--- config.mk ---
export PLATFORM = sky130hd
export DESIGN_NAME = prco_exu
export DESIGN_NICKNAME = d
export VERILOG_FILES = /design/src/rtl/prco_pkg.sv /design/src/rtl/prco_exec_alu.sv /design/src/rtl/prco_exu.sv
export SDC_FILE = /design/constraint.sdc
export NUM_CORES = 1
export LEC_CHECK = 0
export CORE_UTILIZATION = 35
export CTS_CLUSTER_SIZE = 14
export DETAILED_ROUTE_END_ITERATION = 10
export PLACE_DENSITY_LB_ADDON = 0.15
export REMOVE_ABC_BUFFERS = 1
export SLEW_MARGIN = 20
export SYNTH_ARGS = -nofsm -noshare
export SYNTH_HDL_FRONTEND = slang
export SYNTH_SLANG_ARGS = --single-unit
--- constraint.sdc ---
create_clock -name i_clk -period 3.45 [get_ports i_clk]
set_input_delay 0.5175 -clock i_clk [delete_from_list [all_inputs] [get_ports i_clk]]
set_output_delay 0.5175 -clock i_clk [all_outputs]
set_load 0.01 [all_outputs]
--- src/rtl/prco_pkg.sv ---
// PRCO execute-side shared definitions: widths, opcodes, condition codes, field positions.
package prco_pkg;

    localparam int DW   = 16;
    localparam int OPW  = 6;
    localparam int SELW = 3;

    // Instruction field bit positions
    localparam int OP_HI    = 15;
    localparam int OP_LO    = 11;
    localparam int SELD_HI  = 10;
    localparam int SELD_LO  = 8;
    localparam int SELA_HI  = 7;
    localparam int SELA_LO  = 5;
    localparam int SELB_HI  = 4;
    localparam int SELB_LO  = 2;
    localparam int IMM8_HI  = 7;
    localparam int SIMM5_HI = 4;

    // Opcodes as seen on q_op
    localparam logic [OPW-1:0] OP_MOV  = 6'h00;
    localparam logic [OPW-1:0] OP_MOVI = 6'h01;
    localparam logic [OPW-1:0] OP_ADD  = 6'h02;
    localparam logic [OPW-1:0] OP_ADDI = 6'h03;
    localparam logic [OPW-1:0] OP_SUB  = 6'h04;
    localparam logic [OPW-1:0] OP_SUBI = 6'h05;
    localparam logic [OPW-1:0] OP_AND  = 6'h06;
    localparam logic [OPW-1:0] OP_OR   = 6'h07;
    localparam logic [OPW-1:0] OP_XOR  = 6'h08;
    localparam logic [OPW-1:0] OP_LSL  = 6'h09;
    localparam logic [OPW-1:0] OP_LSR  = 6'h0A;
    localparam logic [OPW-1:0] OP_CMP  = 6'h0B;
    localparam logic [OPW-1:0] OP_JCC  = 6'h0C;
    localparam logic [OPW-1:0] OP_LW   = 6'h0D;
    localparam logic [OPW-1:0] OP_SW   = 6'h0E;
    localparam logic [OPW-1:0] OP_UART = 6'h0F;
    localparam logic [OPW-1:0] OP_GPIO = 6'h10;

    // Jcc condition codes (carried in the Rd field)
    localparam logic [SELW-1:0] CC_EQ  = 3'd0;
    localparam logic [SELW-1:0] CC_NE  = 3'd1;
    localparam logic [SELW-1:0] CC_GT  = 3'd2;
    localparam logic [SELW-1:0] CC_LT  = 3'd3;
    localparam logic [SELW-1:0] CC_GE  = 3'd4;
    localparam logic [SELW-1:0] CC_LE  = 3'd5;
    localparam logic [SELW-1:0] CC_AL  = 3'd6;
    localparam logic [SELW-1:0] CC_NV  = 3'd7;

endpackage

--- src/rtl/prco_exec_alu.sv ---
// PRCO single-cycle ALU: result register, Z/N compare flags, branch resolution.
// The GPIO-done output exists only when PRCO_GPIO_EN is defined.
module prco_exec_alu
    import prco_pkg::*;
(
    input  logic            i_clk,
    input  logic            i_reset,
    input  logic            i_ce,
    input  logic            i_req_ram,
    input  logic [OPW-1:0]  i_op,
    input  logic [SELW-1:0] i_cond,
    input  logic [DW-1:0]   i_imm8,
    input  logic [4:0]      i_simm5,
    input  logic [DW-1:0]   i_data,
    input  logic [DW-1:0]   i_datb,
    output logic [DW-1:0]   o_result,
    output logic            o_branch,
    output logic            o_ce_ram,
    output logic            o_ce_reg,
`ifdef PRCO_GPIO_EN
    output logic            o_gpio_done,
`endif
    output logic            o_flag_z,
    output logic            o_flag_n
);

    logic [DW-1:0] r_result;
    logic          r_branch, r_ce_ram, r_ce_reg, r_flag_z, r_flag_n;
    logic [DW-1:0] w_res;
    logic          w_take, w_cmp, w_gpio;
    logic [DW-1:0] w_sext5;

    assign w_sext5 = {{(DW-5){i_simm5[4]}}, i_simm5};

    // Result mux and branch condition from the currently held flags
    always_comb begin
        w_res  = '0;
        w_take = 1'b0;
        w_cmp  = 1'b0;
        w_gpio = 1'b0;
        case (i_op)
            OP_MOV:  w_res = i_data;
            OP_MOVI: w_res = i_imm8;
            OP_ADD:  w_res = i_datb + i_data;
            OP_ADDI: w_res = i_datb + i_imm8;
            OP_SUB:  w_res = i_datb - i_data;
            OP_SUBI: w_res = i_datb - i_imm8;
            OP_AND:  w_res = i_datb & i_data;
            OP_OR:   w_res = i_datb | i_data;
            OP_XOR:  w_res = i_datb ^ i_data;
            OP_LSL:  w_res = i_datb << i_simm5[3:0];
            OP_LSR:  w_res = i_datb >> i_simm5[3:0];
            OP_CMP:  w_cmp = 1'b1;
            OP_JCC: begin
                w_res = i_imm8;
                case (i_cond)
                    CC_EQ:   w_take = r_flag_z;
                    CC_NE:   w_take = ~r_flag_z;
                    CC_GT:   w_take = ~r_flag_z & ~r_flag_n;
                    CC_LT:   w_take = r_flag_n;
                    CC_GE:   w_take = ~r_flag_n;
                    CC_LE:   w_take = r_flag_n | r_flag_z;
                    CC_AL:   w_take = 1'b1;
                    default: w_take = 1'b0;
                endcase
            end
            OP_LW, OP_SW: w_res = i_data + w_sext5;
            OP_UART: w_res = {8'h00, i_datb[7:0]};
`ifdef PRCO_GPIO_EN
            OP_GPIO: begin
                w_res  = {8'h00, i_datb[7:0]};
                w_gpio = 1'b1;
            end
`endif
            default: w_res = '0;
        endcase
    end

`ifdef PRCO_GPIO_EN
    logic r_gpio_done;
    assign o_gpio_done = r_gpio_done;

    // Remember that the completing op was GPIO, immune to later q_op changes
    always_ff @(posedge i_clk or posedge i_reset) begin
        if (i_reset)   r_gpio_done <= 1'b0;
        else           r_gpio_done <= i_ce & w_gpio;
    end
`endif

    // Result/flag registers and one-cycle completion pulses
    always_ff @(posedge i_clk or posedge i_reset) begin
        if (i_reset) begin
            r_result <= '0;
            r_branch <= 1'b0;
            r_ce_ram <= 1'b0;
            r_ce_reg <= 1'b0;
            r_flag_z <= 1'b0;
            r_flag_n <= 1'b0;
        end else begin
            r_branch <= 1'b0;
            r_ce_ram <= 1'b0;
            r_ce_reg <= 1'b0;
            if (i_ce) begin
                r_result <= w_res;
                r_branch <= w_take;
                r_ce_ram <= i_req_ram;
                r_ce_reg <= ~i_req_ram;
                if (w_cmp) begin
                    r_flag_z <= (i_datb == i_data);
                    r_flag_n <= ($signed(i_datb) < $signed(i_data));
                end
            end
        end
    end

    assign o_result = r_result;
    assign o_branch = r_branch;
    assign o_ce_ram = r_ce_ram;
    assign o_ce_reg = r_ce_reg;
    assign o_flag_z = r_flag_z;
    assign o_flag_n = r_flag_n;

endmodule

--- src/rtl/prco_exu.sv ---
// PRCO execute unit: registered decoder, ALU instance, UART/GPIO output latches.
// Build option PRCO_GPIO_EN enables the GPIO opcode and the q_gpio1 latch.
module prco_exu
    import prco_pkg::*;
(
    input  logic            i_clk,
    input  logic            i_reset,
    input  logic            i_en,
    input  logic            i_ce_dec,
    input  logic [DW-1:0]   i_instr,
    output logic            q_ce_dec,
    output logic            q_fetch,
    output logic [OPW-1:0]  q_op,
    output logic [SELW-1:0] q_seld,
    output logic [SELW-1:0] q_sela,
    output logic [SELW-1:0] q_selb,
    output logic            q_third_sel,
    output logic [DW-1:0]   q_imm8,
    output logic [4:0]      q_simm5,
    output logic            q_reg_we,
    output logic            q_req_ram,
    output logic            q_req_ram_we,
    output logic            q_new_uart1_data,
    input  logic            i_ce_alu,
    input  logic            i_dec_req_ram,
    input  logic [DW-1:0]   i_data,
    input  logic [DW-1:0]   i_datb,
    output logic            q_ce_ram,
    output logic            q_ce_reg,
    output logic [DW-1:0]   q_result,
    output logic            q_should_branch,
    input  logic            i_new_data_uart1,
    output logic [7:0]      q_uart1_tx_data,
    output logic [7:0]      q_gpio1
);

    logic [OPW-1:0] w_op;
    logic           w_valid, w_reg_we, w_third, w_req_ram, w_ram_we, w_uart;
    logic           w_flag_z, w_flag_n;
    logic [7:0]     r_uart1;

    assign w_op = {1'b0, i_instr[OP_HI:OP_LO]};

    // Per-opcode control bits for the incoming instruction
    always_comb begin
        w_valid   = 1'b1;
        w_reg_we  = 1'b0;
        w_third   = 1'b0;
        w_req_ram = 1'b0;
        w_ram_we  = 1'b0;
        w_uart    = 1'b0;
        case (w_op)
            OP_MOV, OP_ADD, OP_SUB, OP_AND, OP_OR, OP_XOR: begin
                w_reg_we = 1'b1;
                w_third  = i_instr[0];
            end
            OP_MOVI, OP_ADDI, OP_SUBI, OP_LSL, OP_LSR: w_reg_we = 1'b1;
            OP_CMP, OP_JCC: ;
            OP_LW: begin
                w_reg_we  = 1'b1;
                w_req_ram = 1'b1;
            end
            OP_SW: begin
                w_req_ram = 1'b1;
                w_ram_we  = 1'b1;
            end
            OP_UART: w_uart = 1'b1;
`ifdef PRCO_GPIO_EN
            OP_GPIO: ;
`endif
            default: w_valid = 1'b0;
        endcase
    end

    // Decoder register: capture fields on accepted instruction, pulse done/fetch once
    always_ff @(posedge i_clk or posedge i_reset) begin
        if (i_reset) begin
            q_ce_dec         <= 1'b0;
            q_fetch          <= 1'b0;
            q_op             <= '0;
            q_seld           <= '0;
            q_sela           <= '0;
            q_selb           <= '0;
            q_third_sel      <= 1'b0;
            q_imm8           <= '0;
            q_simm5          <= '0;
            q_reg_we         <= 1'b0;
            q_req_ram        <= 1'b0;
            q_req_ram_we     <= 1'b0;
            q_new_uart1_data <= 1'b0;
        end else begin
            q_ce_dec <= 1'b0;
            q_fetch  <= 1'b0;
            if (i_en && i_ce_dec) begin
                q_ce_dec         <= w_valid;
                q_fetch          <= ~w_valid;
                q_op             <= w_op;
                q_seld           <= i_instr[SELD_HI:SELD_LO];
                q_sela           <= i_instr[SELA_HI:SELA_LO];
                q_selb           <= i_instr[SELB_HI:SELB_LO];
                q_third_sel      <= w_third;
                q_imm8           <= {8'h00, i_instr[IMM8_HI:0]};
                q_simm5          <= i_instr[SIMM5_HI:0];
                q_reg_we         <= w_reg_we;
                q_req_ram        <= w_req_ram;
                q_req_ram_we     <= w_ram_we;
                q_new_uart1_data <= w_uart;
            end
        end
    end

`ifdef PRCO_GPIO_EN
    logic       w_gpio_done;
    logic [7:0] r_gpio1;
`endif

    prco_exec_alu u_alu (
        .i_clk       (i_clk),
        .i_reset     (i_reset),
        .i_ce        (i_ce_alu),
        .i_req_ram   (i_dec_req_ram),
        .i_op        (q_op),
        .i_cond      (q_seld),
        .i_imm8      (q_imm8),
        .i_simm5     (q_simm5),
        .i_data      (i_data),
        .i_datb      (i_datb),
        .o_result    (q_result),
        .o_branch    (q_should_branch),
        .o_ce_ram    (q_ce_ram),
        .o_ce_reg    (q_ce_reg),
`ifdef PRCO_GPIO_EN
        .o_gpio_done (w_gpio_done),
`endif
        .o_flag_z    (w_flag_z),
        .o_flag_n    (w_flag_n)
    );

    // UART byte latch: grab the current result low byte on strobe
    always_ff @(posedge i_clk or posedge i_reset) begin
        if (i_reset)               r_uart1 <= '0;
        else if (i_new_data_uart1) r_uart1 <= q_result[7:0];
    end
    assign q_uart1_tx_data = r_uart1;

`ifdef PRCO_GPIO_EN
    // GPIO byte latch: load at the end of a GPIO op's done cycle
    always_ff @(posedge i_clk or posedge i_reset) begin
        if (i_reset)          r_gpio1 <= '0;
        else if (w_gpio_done) r_gpio1 <= q_result[7:0];
    end
    assign q_gpio1 = r_gpio1;
`else
    assign q_gpio1 = '0;
`endif

endmodule

# Word-level counts from Yosys, hierarchy flattened
# Index checks and enable logic that the tools add are counted.
totals:
  register_bits: 63
  memories: 0
  input_bits: 55
  ram_bits: 0
  mem_bits_ro: 0
  latch_bits: 0
classes:
  eq_ne: 37
  reduce_logical: 11
  n_mul: 0
  magnitude_cmp: 1
  n_addsub: 5
  bitwise: 9
  n_mux: 15
  shifts: 2
  n_div: 0
op_table:
  columns: ["operator", "count"]
  rows:
  - ["one-hot mux 16 bit (13 select lines)", 1]
  - ["== test 5 x 4 -> 1 bit (second input constant)", 16]
  - ["== test 5 x 3 -> 1 bit (second input constant)", 8]
  - ["adder 16 bit", 2]
  - ["== test 5 x 2 -> 1 bit (second input constant)", 4]
  - ["adder 16 x 8 -> 16 bit", 1]
  - ["bitwise AND 16 bit", 1]
  - ["== test 16 bit", 1]
  - ["less-than comparator 16 bit", 1]
  - ["OR 16 bit", 1]
  - ["OR reduction 16 bit", 1]
  - ["<< shifter 16 x 4 -> 16 bit", 1]
  - ["right shift 16 x 4 -> 16 bit", 1]
  - ["subtractor 16 bit", 1]
  - ["subtractor 16 x 8 -> 16 bit", 1]
  - ["bitwise XOR 16 bit", 1]
  - ["two-way mux 1 bit", 13]
  - ["zero test 6 bit", 2]
  - ["OR reduction 12 bit", 1]
  - ["== test 5 x 1 -> 1 bit (second input constant)", 2]
  - ["== test 3 bit (second input constant)", 3]
  - ["one-hot mux 1 bit (7 select lines)", 1]
  - ["== test 3 x 2 -> 1 bit (second input constant)", 2]
  - ["OR reduction 2 bit", 3]
  - ["other kinds (8)", 11]

# Longest topological paths before layout
depth:
  depth_word: 5
  ltp_mapped: 17
  depth_no_buf: 14

# Modules after synthesis
# From an unflattened synthesis, not the netlist that was laid out.
hier_totals:
  hier_cells: 942
  hier_area_um2: 7723.7
by_module_without_submodules:
  columns: ["module", "n_inst", "area_each_um2", "cells_each", "seq_area_each_um2"]
  rows:
  - ["prco_exec_alu", 1, 6286.0, 831, 525.5]
  - ["prco_exu", 1, 1437.6, 111, 775.7]

# Worst setup path before layout
# Ideal clock, no wire load.
synth_path:
  path_type: "reg2reg"
  startpoint: "register q_op[1]"
  endpoint: "register u_alu.r_result[14] (netlist: u_alu.o_result[14])"
  setup_slack_ps: -162
  stages_incl_launch_ff: 18
  required_ps: 3368
  arrival_time_ps: 3530
  setup_ps: 82
  path_cell_list: "dfrtp_1 buf_2 nand2b_4 a211o_1 buf_2 clkbuf_1 nand2_1 o21ai_0 ha_1 fa_1 a211oi_1 o21bai_1 a31oi_1 o211ai_1 a41oi_1 xnor2_1 nand2_1 a31oi_1"
synth_via:
  elab_chain_cells: 3
  elab_cells_between_ends: 18
  classes_between: "14 x eq/ne; 1 x mux; 3 x reduce/logical"
synth_lines:
  columns: ["element", "line", "source"]
  rows:
  - ["start, declared", "prco_exu.sv:13", "output logic [OPW-1:0] q_op,"]
  - ["start signal, assigned", "prco_exu.sv:97", "q_op <= w_op;"]
  - ["== test 5 x 4 -> 1 bit or == test 5 x 1 -> 1 bit (tied branches)", "prco_exec_alu.sv:41", "case (i_op)"]
  - ["OR reduction 2 bit, on equally long branches", null, null]
  - ["one-hot mux 16 bit (13 select lines) (*)", "prco_exec_alu.sv:41", null]
  - ["end signal, assigned", "prco_exec_alu.sv:104", "r_result <= w_res;"]
  - ["end, declared", "prco_exec_alu.sv:27", "logic [DW-1:0] r_result;"]
# Every way passes the cells marked *; elsewhere a longest branch is shown, timed or not.
# A chain may end at the register's enable or synchronous reset.

# Final worst setup path
layout_path:
  startpoint: "register q_op[1]"
  endpoint: "register u_alu.r_result[12] (netlist: u_alu.o_result[12])"
# Same word-level chain as after synthesis.

==> metrics.txt <==
status=completed; Yosys top cell area share=0.171; XOR/XNOR Fraction of Synth Area=0.0483; initial antenna violation count=0; final number of setup-violating endpoints=0; TritonCTS clock tree=yes; pre-CTS setup slack=-105 ps; max reg flops=16; crit start category=flop; Slew Viols, Final=0; relative slew slack=0.339; clock power share=0.159; Overall Power=3800 uW; LEAKAGE=0.00449 uW; reg-to-reg startpoint=q_op[1]; clk sink count=52; Initial DRT Pass Iterations=8; sequential power share=0.211; final core occ=0.470; flop-to-flop setup slack=100 ps; Clock Skew=9.02 ps; multiplexer area fraction after synthesis=0.131; largest net degree at the start of global routing=39; CP endpoint=u_alu.o_result[12]; simple-gate share of the synthesized area=0.160; antenna cells=0; RSZ-0062 raised after global routing=true; via count=7793; fraction of registers with async set/reset=1.00; adder-cell share of the synthesized area=0.144; Max Cap Viol=0; I/O pin total=133; setup_tns=0 ps; buffers added on ports=115; Syn. warnings=0; CP startpoint=q_op[1]; Syn Area/Cell=8.32 um2; dpl cell area=9530 um2; Cell variety after synth=74; chip width=150 um; DR vias/cell=5.69; Hold/Removal Path Class=input port to asynchronous set/reset pin; Root Driver=clkbuf_16; num rows=53; Starting DRT DRC Count=715; hpwl dp=22.0 mm; VDD IR max=221 uV; Slew @ Worst Pin=989 ps; vias in the first global route=7182; Most used DFF post-synth=dfrtp_1; most common cell after layout, fill and taps aside=buf_4; antenna viol nets, final=0; Sw Ratio=0.420; crit path time final=3350 ps; number of CTS-inserted buffers=5; end of the worst register-to-register path=u_alu.o_result[12]; area of the core=21200 um2; Reg clk slew, reported paths=70 ps; global-route wire length before repair=42.4 mm; power density over cell area=382 nW/um2; largest family of logic cells by synthesized area=compound AO/OA/AOI/OAI gates; Worst Slack Setup Final=104 ps; final net count=1234; Hold Fails Final Rpt=0; Remaining DRCs=0; largest cells by area after synthesis=dfrtp_1 17%, ha_1 14%, mux4_2 5.0%; H-tree Lvls=2; CP Class=flop to flop; commonest cells after routing, fill and taps aside=116 x buf_4, 115 x clkdlybuf4s50_1, 83 x nand2_1; clk_lat worst skew=300 ps; switching pwr=1600 uW; reg2reg path depth=15; DRT Wirelength=27.9 mm; routed wire length per instance=20.4 um; Combinational Power Share=0.630; sequential cell area fraction in the yosys report=0.171; Die Ht=150 um; Yosys top cell by area=dfrtp_1; worst path required time=3630 ps; P_int=2200 uW; worst-path maximum fanout=7; post-synthesis compound-gate area fraction=0.252; CP arrival=3520 ps; DIE AREA=22400 um2; cell area after synthesis=7620 um2; Initial Util=0.360; Worst setup EP type=flop; Yosys reg bits=52; share of layout cells above drive strength 1=0.197; design area=9940 um2; GRT Overall Usage=0.248; RePlAce Congestion=0.925; post-synthesis cell count=915; area grow syn2layout=30.6%; Post-synth EDFFs=0; Final Cycle Share=0.970; CTS max path bufs=2; highest clock rate=0.299 GHz; GRT overflow=0
layer usage:
layer,wire (um),GRT usage
met5,0,0
met2,12700,0.389
met4,515,0.0592
met3,2520,0.0348
met1,12200,0.355
worst min path at each step:
stage,startpoint,end,cells after the start
after floorplan,u_alu.o_flag_n,u_alu.o_flag_n,2
after global placement,q_req_ram,q_req_ram,2
after detailed placement,q_req_ram,q_req_ram,2
after CTS,i_reset,q_req_ram_we,2
after global routing,i_reset,q_fetch,2
final,i_reset,q_fetch,2
cell usage after synthesis, drive strengths merged, types with 17 or more instances:
cell / n
ha: 83
nand2: 83
nor2: 73
inv: 60
buf: 59
a21oi: 56
dfrtp: 52
o21ai: 49
a21o: 28
xnor2: 27
mux2: 25
nor3: 25
mux2i: 22
mux4: 21
clkbuf: 20
a221oi: 17
area by class of cell:
cell class | instances | area [um2]
multi-input cells | 740 | 5830
clock buffers | 6 | 139
well taps | 275 | 344
repair buffers | 234 | 2060
clock inverters | 2 | 38.8
flip-flops and latches | 52 | 1300
inverters | 60 | 225
fillers | 2132 | 11200
logic make-up after synthesis:
kind of cell / count (synthesis)
AOI/OAI and AO/OA: 275
adders and majority gates: 86
DFF: 52
and+or+nand+nor: 252
muxes: 68
buffers and inverters: 139
xor gates and xnor gates: 42
other: 1
critical path, cell delays in order, from the launching register on:
cell      delay [ps]
dfrtp_1          430
nand2b_4         170
a211o_4          370
buf_12           150
mux2_4           310
ha_4             270
buf_6            100
o21ai_2           60
o21bai_2         170
a31oi_1          110
buf_4            160
o211ai_1         230
nand2_1          140
xnor2_2          160
a221oi_2         260
o211ai_1         130
per-stage QoR:
step,hold slack (ps),instances
2_1_floorplan,481,852
3_3_place_gp,460,1352
3_5_place_dp,469,1352
4_1_cts,468,1360
5_1_grt,487,1369
6_report,458,1369
power groups by stage:
stage                     combinational [uW]  sequential, uW  clock [uW]
after floorplan                         1150             936           0
after global placement                  2270             810           0
after detailed placement                2270             814           0
after CTS                               2300             802         613
after global routing                    2580             818         631
final                                   2390             801         603
what timing repair did:
item / 4_1_cts / 5_1_grt
setup endpoints to repair: 7 / 13
setup buffers: 0 / 9
gates resized for setup: 8 / 30
pin swaps: 2 / 19
hold buffers: 0 / 0
hold endpoints to repair: 0 / 0
Power figures use the tool's default switching activity.
